<file path="config.mk">
export PLATFORM = sky130hd
export DESIGN_NAME = pipelined_control_unit
export DESIGN_NICKNAME = d
export VERILOG_FILES = /design/src/rtl/pipelined_control_unit.sv
export SDC_FILE = /design/constraint.sdc
export NUM_CORES = 1
export LEC_CHECK = 0
export BUFFER_PORTS_ARGS = -buffer_cell sky130_fd_sc_hd__buf_2
export CAP_MARGIN = 20
export CELL_PAD_IN_SITES_DETAIL_PLACEMENT = 0
export CELL_PAD_IN_SITES_GLOBAL_PLACEMENT = 1
export CORE_MARGIN = 1
export CORE_UTILIZATION = 38
export DETAILED_ROUTE_END_ITERATION = 8
export PLACE_DENSITY_LB_ADDON = 0.1
export SLEW_MARGIN = 20
export SYNTH_ARGS = -nofsm -noshare
export SYNTH_HDL_FRONTEND = slang
export SYNTH_SLANG_ARGS = --single-unit
export TNS_END_PERCENT = 1
</file>
<file path="constraint.sdc">
create_clock -name clk -period 3.19 [get_ports clk]
set_input_delay 0.7975 -clock clk [delete_from_list [all_inputs] [get_ports clk]]
set_output_delay 0.7975 -clock clk [all_outputs]
set_load 0.005 [all_outputs]
</file>
<file path="src/rtl/pipelined_control_unit.sv">
// pipelined_control_unit: RV32I/M decode with ID/EX control register and M-op latency sequencer
module pipelined_control_unit #(
  parameter bit M_EXT       = 1'b1,
  parameter int MUL_LATENCY = 2,
  parameter int DIV_LATENCY = 33,
  parameter int CNT_W       = 6
) (
  input  logic        clk,
  input  logic        rst,
  input  logic [31:0] InstrD,
  input  logic        ValidD,
  input  logic        FlushE,
  output logic [2:0]  ImmSrcD,
  output logic        RegWriteE,
  output logic        ALUSrcE,
  output logic        ALUSrcAE,
  output logic        MemWriteE,
  output logic [1:0]  ResultSrcE,
  output logic        JumpE,
  output logic [2:0]  BranchE,
  output logic        PCTargetSrcE,
  output logic [4:0]  ALUControlE,
  output logic        ValidE,
  output logic        IllegalE,
  output logic        MdBusy
);
  logic [6:0] w_op, w_f7;
  logic [2:0] w_f3, w_brc, w_br;
  logic [4:0] w_alu_b, w_alu_r, w_alu;
  logic [1:0] w_rs;
  logic w_rw, w_as, w_asa, w_mw, w_j, w_pts, w_ill, w_m, w_busy, w_unused;
  logic [15:0] w_ctl, r_ctl;
  logic [CNT_W-1:0] w_lat, r_cnt;
  logic r_valid, r_ill;
  assign w_op = InstrD[6:0];
  assign w_f3 = InstrD[14:12];
  assign w_f7 = InstrD[31:25];
  assign w_unused = ^{InstrD[24:15], InstrD[11:7]};
  assign w_alu_b = w_f3 == 3'd0 ? 5'd0 : w_f3 == 3'd1 ? 5'd5 : w_f3 == 3'd2 ? 5'd8 :
                   w_f3 == 3'd3 ? 5'd9 : w_f3 == 3'd4 ? 5'd2 :
                   w_f3 == 3'd5 ? (w_f7[5] ? 5'd7 : 5'd6) : w_f3 == 3'd6 ? 5'd3 : 5'd4;
  assign w_alu_r = w_f7 == 7'b0000001 ? {2'b10, w_f3} : (w_f3 == 3'd0 && w_f7[5]) ? 5'd1 : w_alu_b;
  // BEQ/BNE map to 1/2, BLT..BGEU to 3..6
  assign w_brc = w_f3[2] ? {1'b0, w_f3[1:0]} + 3'd3 : {2'b0, w_f3[0]} + 3'd1;
  always_comb begin
    ImmSrcD = 3'b000;
    w_rw = 1'b0; w_as = 1'b0; w_asa = 1'b0; w_mw = 1'b0; w_rs = 2'b00;
    w_j = 1'b0; w_br = 3'b000; w_pts = 1'b0; w_alu = 5'd0; w_ill = 1'b0; w_m = 1'b0;
    case (w_op)
      7'b0000011: begin w_rw = 1'b1; w_as = 1'b1; w_rs = 2'b01; end
      7'b0100011: begin ImmSrcD = 3'b001; w_mw = 1'b1; w_as = 1'b1; end
      7'b0110011: begin
        w_rw = 1'b1; w_alu = w_alu_r;
        w_m = M_EXT && w_f7 == 7'b0000001;
        w_ill = !(w_f7 == 7'b0000000 || w_f7 == 7'b0100000 || w_m);
      end
      7'b0010011: begin w_rw = 1'b1; w_as = 1'b1; w_alu = w_alu_b; end
      7'b1100011: begin ImmSrcD = 3'b010; w_alu = 5'd1; w_br = w_brc; w_ill = w_f3[2:1] == 2'b01; end
      7'b0110111: begin ImmSrcD = 3'b100; w_rw = 1'b1; w_as = 1'b1; w_alu = 5'd15; end
      7'b0010111: begin ImmSrcD = 3'b100; w_rw = 1'b1; w_as = 1'b1; w_asa = 1'b1; end
      7'b1101111: begin ImmSrcD = 3'b011; w_rw = 1'b1; w_j = 1'b1; w_rs = 2'b10; end
      7'b1100111: begin w_rw = 1'b1; w_as = 1'b1; w_j = 1'b1; w_rs = 2'b10; w_pts = 1'b1; end
      default: w_ill = 1'b1;
    endcase
  end
  assign w_ctl = w_ill ? '0 : {w_rw, w_as, w_asa, w_mw, w_rs, w_j, w_br, w_pts, w_alu};
  assign w_lat = w_f3[2] ? CNT_W'(DIV_LATENCY) : CNT_W'(MUL_LATENCY);
  assign w_busy = r_cnt != '0;
  always_ff @(posedge clk) begin
    if (rst) begin
      r_ctl <= '0; r_valid <= 1'b0; r_ill <= 1'b0; r_cnt <= '0;
    end else if (w_busy) begin
      r_cnt <= r_cnt - 1'b1;
    end else if (FlushE || !ValidD) begin
      r_ctl <= '0; r_valid <= 1'b0; r_ill <= 1'b0;
    end else begin
      r_ctl <= w_ctl; r_valid <= 1'b1; r_ill <= w_ill;
      r_cnt <= w_m ? w_lat - 1'b1 : '0;
    end
  end
  assign {RegWriteE, ALUSrcE, ALUSrcAE, MemWriteE, ResultSrcE, JumpE, BranchE, PCTargetSrcE, ALUControlE} = r_ctl;
  assign ValidE = r_valid;
  assign IllegalE = r_ill;
  assign MdBusy = w_busy;
endmodule

</file>
## Word level (Yosys, flattened, before mapping)

Cells that the tools add are included.

| word-level totals | value |
|---|---|
| flip-flop bits (word level) | 24 |
| logic and storage cells | 72 |
| input bits | 36 |
| output and inout port bits | 22 |

| operators by class | value |
|---|---|
| eq/ne operators | 19 |
| add/sub/neg operators | 4 |
| muxes and demuxes | 31 |
| reductions and logical operators | 14 |

Operator list:

| kind | number |
|---|---|
| $mux 16 | 2 |
| $eq 7x6->1 const B | 4 |
| $mux 6 | 4 |
| $eq 7x7->1 const B | 3 |
| $mux 4 | 5 |
| $pmux 5 s4 | 1 |
| $mux 3 | 5 |
| $eq 7x5->1 const B | 2 |
| $reduce_or 7->1 | 2 |
| $pmux 3 s4 | 1 |
| $sub 6x1->6 const B | 2 |
| $mux 1 | 10 |
| $eq 3x3->1 const B | 3 |
| $eq 7x1->1 const B | 1 |
| $eq 7x2->1 const B | 1 |
| $logic_not 7->1 | 1 |
| $eq 3x2->1 const B | 2 |
| $reduce_bool 6->1 | 1 |
| $reduce_or 6->1 | 1 |
| $mux 5 | 1 |
| $pmux 2 s2 | 1 |
| $reduce_or 2->1 | 2 |
| $add 2x2->3 const B | 1 |
| $eq 3x1->1 const B | 1 |
| 8 further kinds | 11 |

## Longest topological paths before layout

| depth | value |
|---|---|
| depth in word-level cells | 13 |
| depth in mapped cells | 10 |
| depth with buffers taken out | 8 |

## Worst setup path after synthesis

OpenSTA, ideal clock, no wires.

| path | value |
|---|---|
| path type | input to output |
| start point | input port InstrD[4] |
| end point | output port ImmSrcD[0] |
| arrival | 1.484 ns |
| required time | 2.393 ns |
| stages | 4 |
| path buffers | 1 |
| setup slack | 0.909 ns |
| cells stage by stage | and3b_1 buf_6 nand4_1 o21ai_0 |

| on the way | value |
|---|---|
| cells in the longest elaborated chain, start to end | 3 |
| elaborated cells on any way between the ends | 7 |
| classes of those cells | eq/ne (5); mux (1); reduce/logical (1) |

RTL lines:

| item | RTL line | RTL |
|---|---|---|
| start, declared | 10 | `input logic [31:0] InstrD,` |
| $eq 7x5->1 / $eq 7x6->1 (equally long branches) | 49 | `case (w_op)` |
| $reduce_or 2->1 (no line) | n/a |  |
| $pmux 3 s4 * | 49 |  |
| end, declared | 13 | `output logic [2:0] ImmSrcD,` |

Mark *: on every way between the ends. The rest lies on a longest branch, timed or not.

## Worst setup path in the final report

| path | value |
|---|---|
| start point | input port InstrD[5] |
| end point | output port ImmSrcD[0] |

The elaborated chain is that of the path after synthesis.

==> results.cfg <==
[run_status]
status = finished clean

[grt]
grt_pass1_wl_um = 6555
grt_max_degree = 16
antenna_found_initial = 0
track_usage_pct = 19.40
first_global_vias = 1419
busiest_layer = met2
grt-ovfl-total = 0
grtUsageMet3_pct = 2.414
use_met2_pct = 31.12
use_met1_pct = 26.33

[drt]
vias = 1485
drc = 0
ant_nets = 0
viasPerCell = 5.361
first_pass_iters = 4
detail_route.iter0.violations = 74
routedWlPerCell_um = 13.56
wirelength_um = 3757

[floorplan]
fp.dieW_um = 66.21
fp.dieH_um = 66.21
initial_core_util_pct = 41.24
dieArea_mm2 = 0.004383
core.rowCount = 22
ios = 58
core_area_mm2 = 0.003799

[power_and_ir_drop]
p_per_area_mw_per_mm2 = 564.4
p_int_uw = 638.8
ir_worst_vdd_mv = 0.2433
combPwrFrac_pct = 44.9
net-switching-power_uw = 399.4
leakage_nw = 0.7805
p_total_mw = 1.038
seqPwrFrac_pct = 36.3
pwr-share-clk_pct = 18.9
swShare_pct = 38.47

[synthesis]
synthTopCellsByArea = dfxtp_1, nand2_1, ha_1, a21oi_1, nor2_1
synth.cell_area_mm2 = 0.001567
synth.largest_area_cell = dfxtp_1
synth_edf_count = 0
netlist_instances = 190
yosysTopAreaCellShare_pct = 30.67
ys_types = 58
synth_ff_type = dfxtp_1
synth.avg_cell_area_um2 = 8.245
seq_area_frac_synth_pct = 30.67
ys_warn_count = 0
ys_seq_elements = 24
synth_nets = 232
async_reset_ff_share_pct = 0

[critical_path]
critPathRequiredTime_ps = 2390
crit_slowest_cell = and3b_1
endpoint_kind = primary output
reg2reg_from = r_cnt[0]
path_class = primary input to primary output
critPathArrivalTime_ps = 1930
reg2reg_depth = 7
max_stage_delay_ps = 350
path_max_fanout = 12
path_cells = buf_2, and3b_1, nand4_1, o21ai_0, buf_2
reg2reg_to = r_ctl[13]
start_kind = primary input
crit_path_frequent_cell = buf_2
reg2reg_slack_ps = 1160

[sta]
skew_ps = 5.268
hold_violations = 0
relSlewSlack_pct = 52.44
max_freq_ghz = 0.3672
timing.final.crit_period_ps = 2724
timing.hold.ws_ps = 446.5
post-route-period-util_pct = 85.38
fin_setup_tns_ps = 0
slew_violations = 0
worst_pin_slew_ps = 710.8
setup_viol = 0
rsz0062_at_grt = no

[clock_tree]
htreeDepth = 1
cts.sinks = 24
worstSkewPairLatency_ps = 260
post_cts_resized = 0
cts_buffers = 3
postCtsSetupBuffers = 0
cts_tree = built
clk_pin_slew_ps = 70
root_buffer = clkbuf_8
postCtsHoldBufs = 0
ctsLongestPathBuffers = 2

[finish]
n_antenna_cell = 0
syn_to_final_growth_pct = 17.41
design_area_mm2 = 0.001839
fin_util_pct = 48.42
nets = 272
layout-drive-gt1-share_pct = 29.69

[hold_path]
hp-class = flop to flop
min_from = r_ctl[10]
hold_end = r_ctl[10]
whs_path_depth = 2

[place]
place_congestion = 0.8372
dpl-instance-area_mm2 = 0.001784
dp_hpwl_um = 3040
io_buffers = 42

[job]
drv_cap = 0
==> worst max-delay path: cells and delay by family <==
kind | cells | cell delay (ps)
compound gates | 1 | 200
buf+inv | 2 | 340
simple gates | 2 | 590
==> per-layer routing <==
layer	wire length (um)	share of wire (%)
met5	0	0
met1	1828	49
met3	139	3.7
met4	44	1.2
met2	1743	46
==> synthesized netlist by cell type (2+ instances only) <==
| library cell | count |
|---|---|
| nor4_1 | 5 |
| nand3b_1 | 3 |
| a31oi_1 | 2 |
| o21ai_1 | 8 |
| clkbuf_1 | 3 |
| o21bai_1 | 2 |
| a211oi_1 | 4 |
| o2111ai_1 | 3 |
| buf_2 | 2 |
| o21ai_0 | 5 |
| nor3_1 | 4 |
| o31ai_2 | 2 |
| and3b_1 | 3 |
| a21oi_1 | 12 |
| a21o_1 | 2 |
| dfxtp_1 | 24 |
| nand4_1 | 4 |
| nand3_1 | 7 |
| inv_1 | 10 |
| and4bb_2 | 2 |
| nor2_1 | 12 |
| o31ai_1 | 3 |
| ha_1 | 6 |
| nand2_1 | 25 |
| or3_1 | 3 |
| nand2b_1 | 2 |
==> layout by cell type (no fill, tap or decap), types with 4 or more instances in the layout <==
master	n
clkbuf_8	4
nor3_1	4
nor2_1	12
nand2_1	25
nor4_1	5
inv_1	10
o21ai_0	5
nand3_1	7
a21oi_1	12
dfxtp_1	24
o21ai_1	8
buf_2	42
ha_1	6
nand4_1	4
a211oi_1	4
==> layout make-up <==
type / count / area (um2)
Fill cell: 371 / 1959
Multi-Input combinational cell: 146 / 969.7
Sequential cell: 24 / 480.5
Timing Repair Buffer: 44 / 225.2
Tap cell: 48 / 60.06
Clock buffer: 4 / 55.05
Inverter: 11 / 48.80
==> through the flow <==
step	worst slack (ps)	std cells
after global routing	362.9	277
final	466.5	277
after CTS	467.7	277
after floorplan	908.9	190
after global placement	487.9	273
after detailed placement	467.7	273
==> cells by family (layout without fill, tap and decap cells) <==
group / Yosys count / in the layout / synth area share [%]
AO/OA/AOI/OAI: 55 / 55 / 25.64
XOR/XNOR: 1 / 1 / 0.5592
adder cells (fa/ha/maj): 6 / 6 / 4.792
buffers and inverters: 20 / 59 / 7.429
flip-flops: 24 / 24 / 30.67
multiplexers: 1 / 1 / 0.7188
AND/OR/NAND/NOR: 83 / 83 / 30.19
==> registers in the layout, indices dropped and copies added (netlist names) <==
name / flops
r_cnt: 6
IllegalE: 1
ValidE: 1
r_ctl: 16
==> worst max path at each step <==
stage / cells after the start / to / start / slack (ps)
global route: 5 / ImmSrcD[0] / InstrD[5] / 360
global placement: 5 / ImmSrcD[0] / InstrD[5] / 490
floorplan: 4 / ImmSrcD[0] / InstrD[4] / 910
finish: 5 / ImmSrcD[0] / InstrD[5] / 470
detailed placement: 5 / ImmSrcD[0] / InstrD[5] / 470
CTS: 5 / ImmSrcD[0] / InstrD[5] / 470
==> power by group through the flow <==
stage                     Clock, mW  Combinational [mW]  Sequential (mW)
after floorplan                   0               0.422            0.376
after global placement            0               0.452            0.382
after detailed placement          0               0.470            0.384
after CTS                     0.206               0.473            0.377
after global routing          0.214               0.542            0.383
final                         0.196               0.466            0.376
No activity file was read; power rests on OpenSTA's default activity.
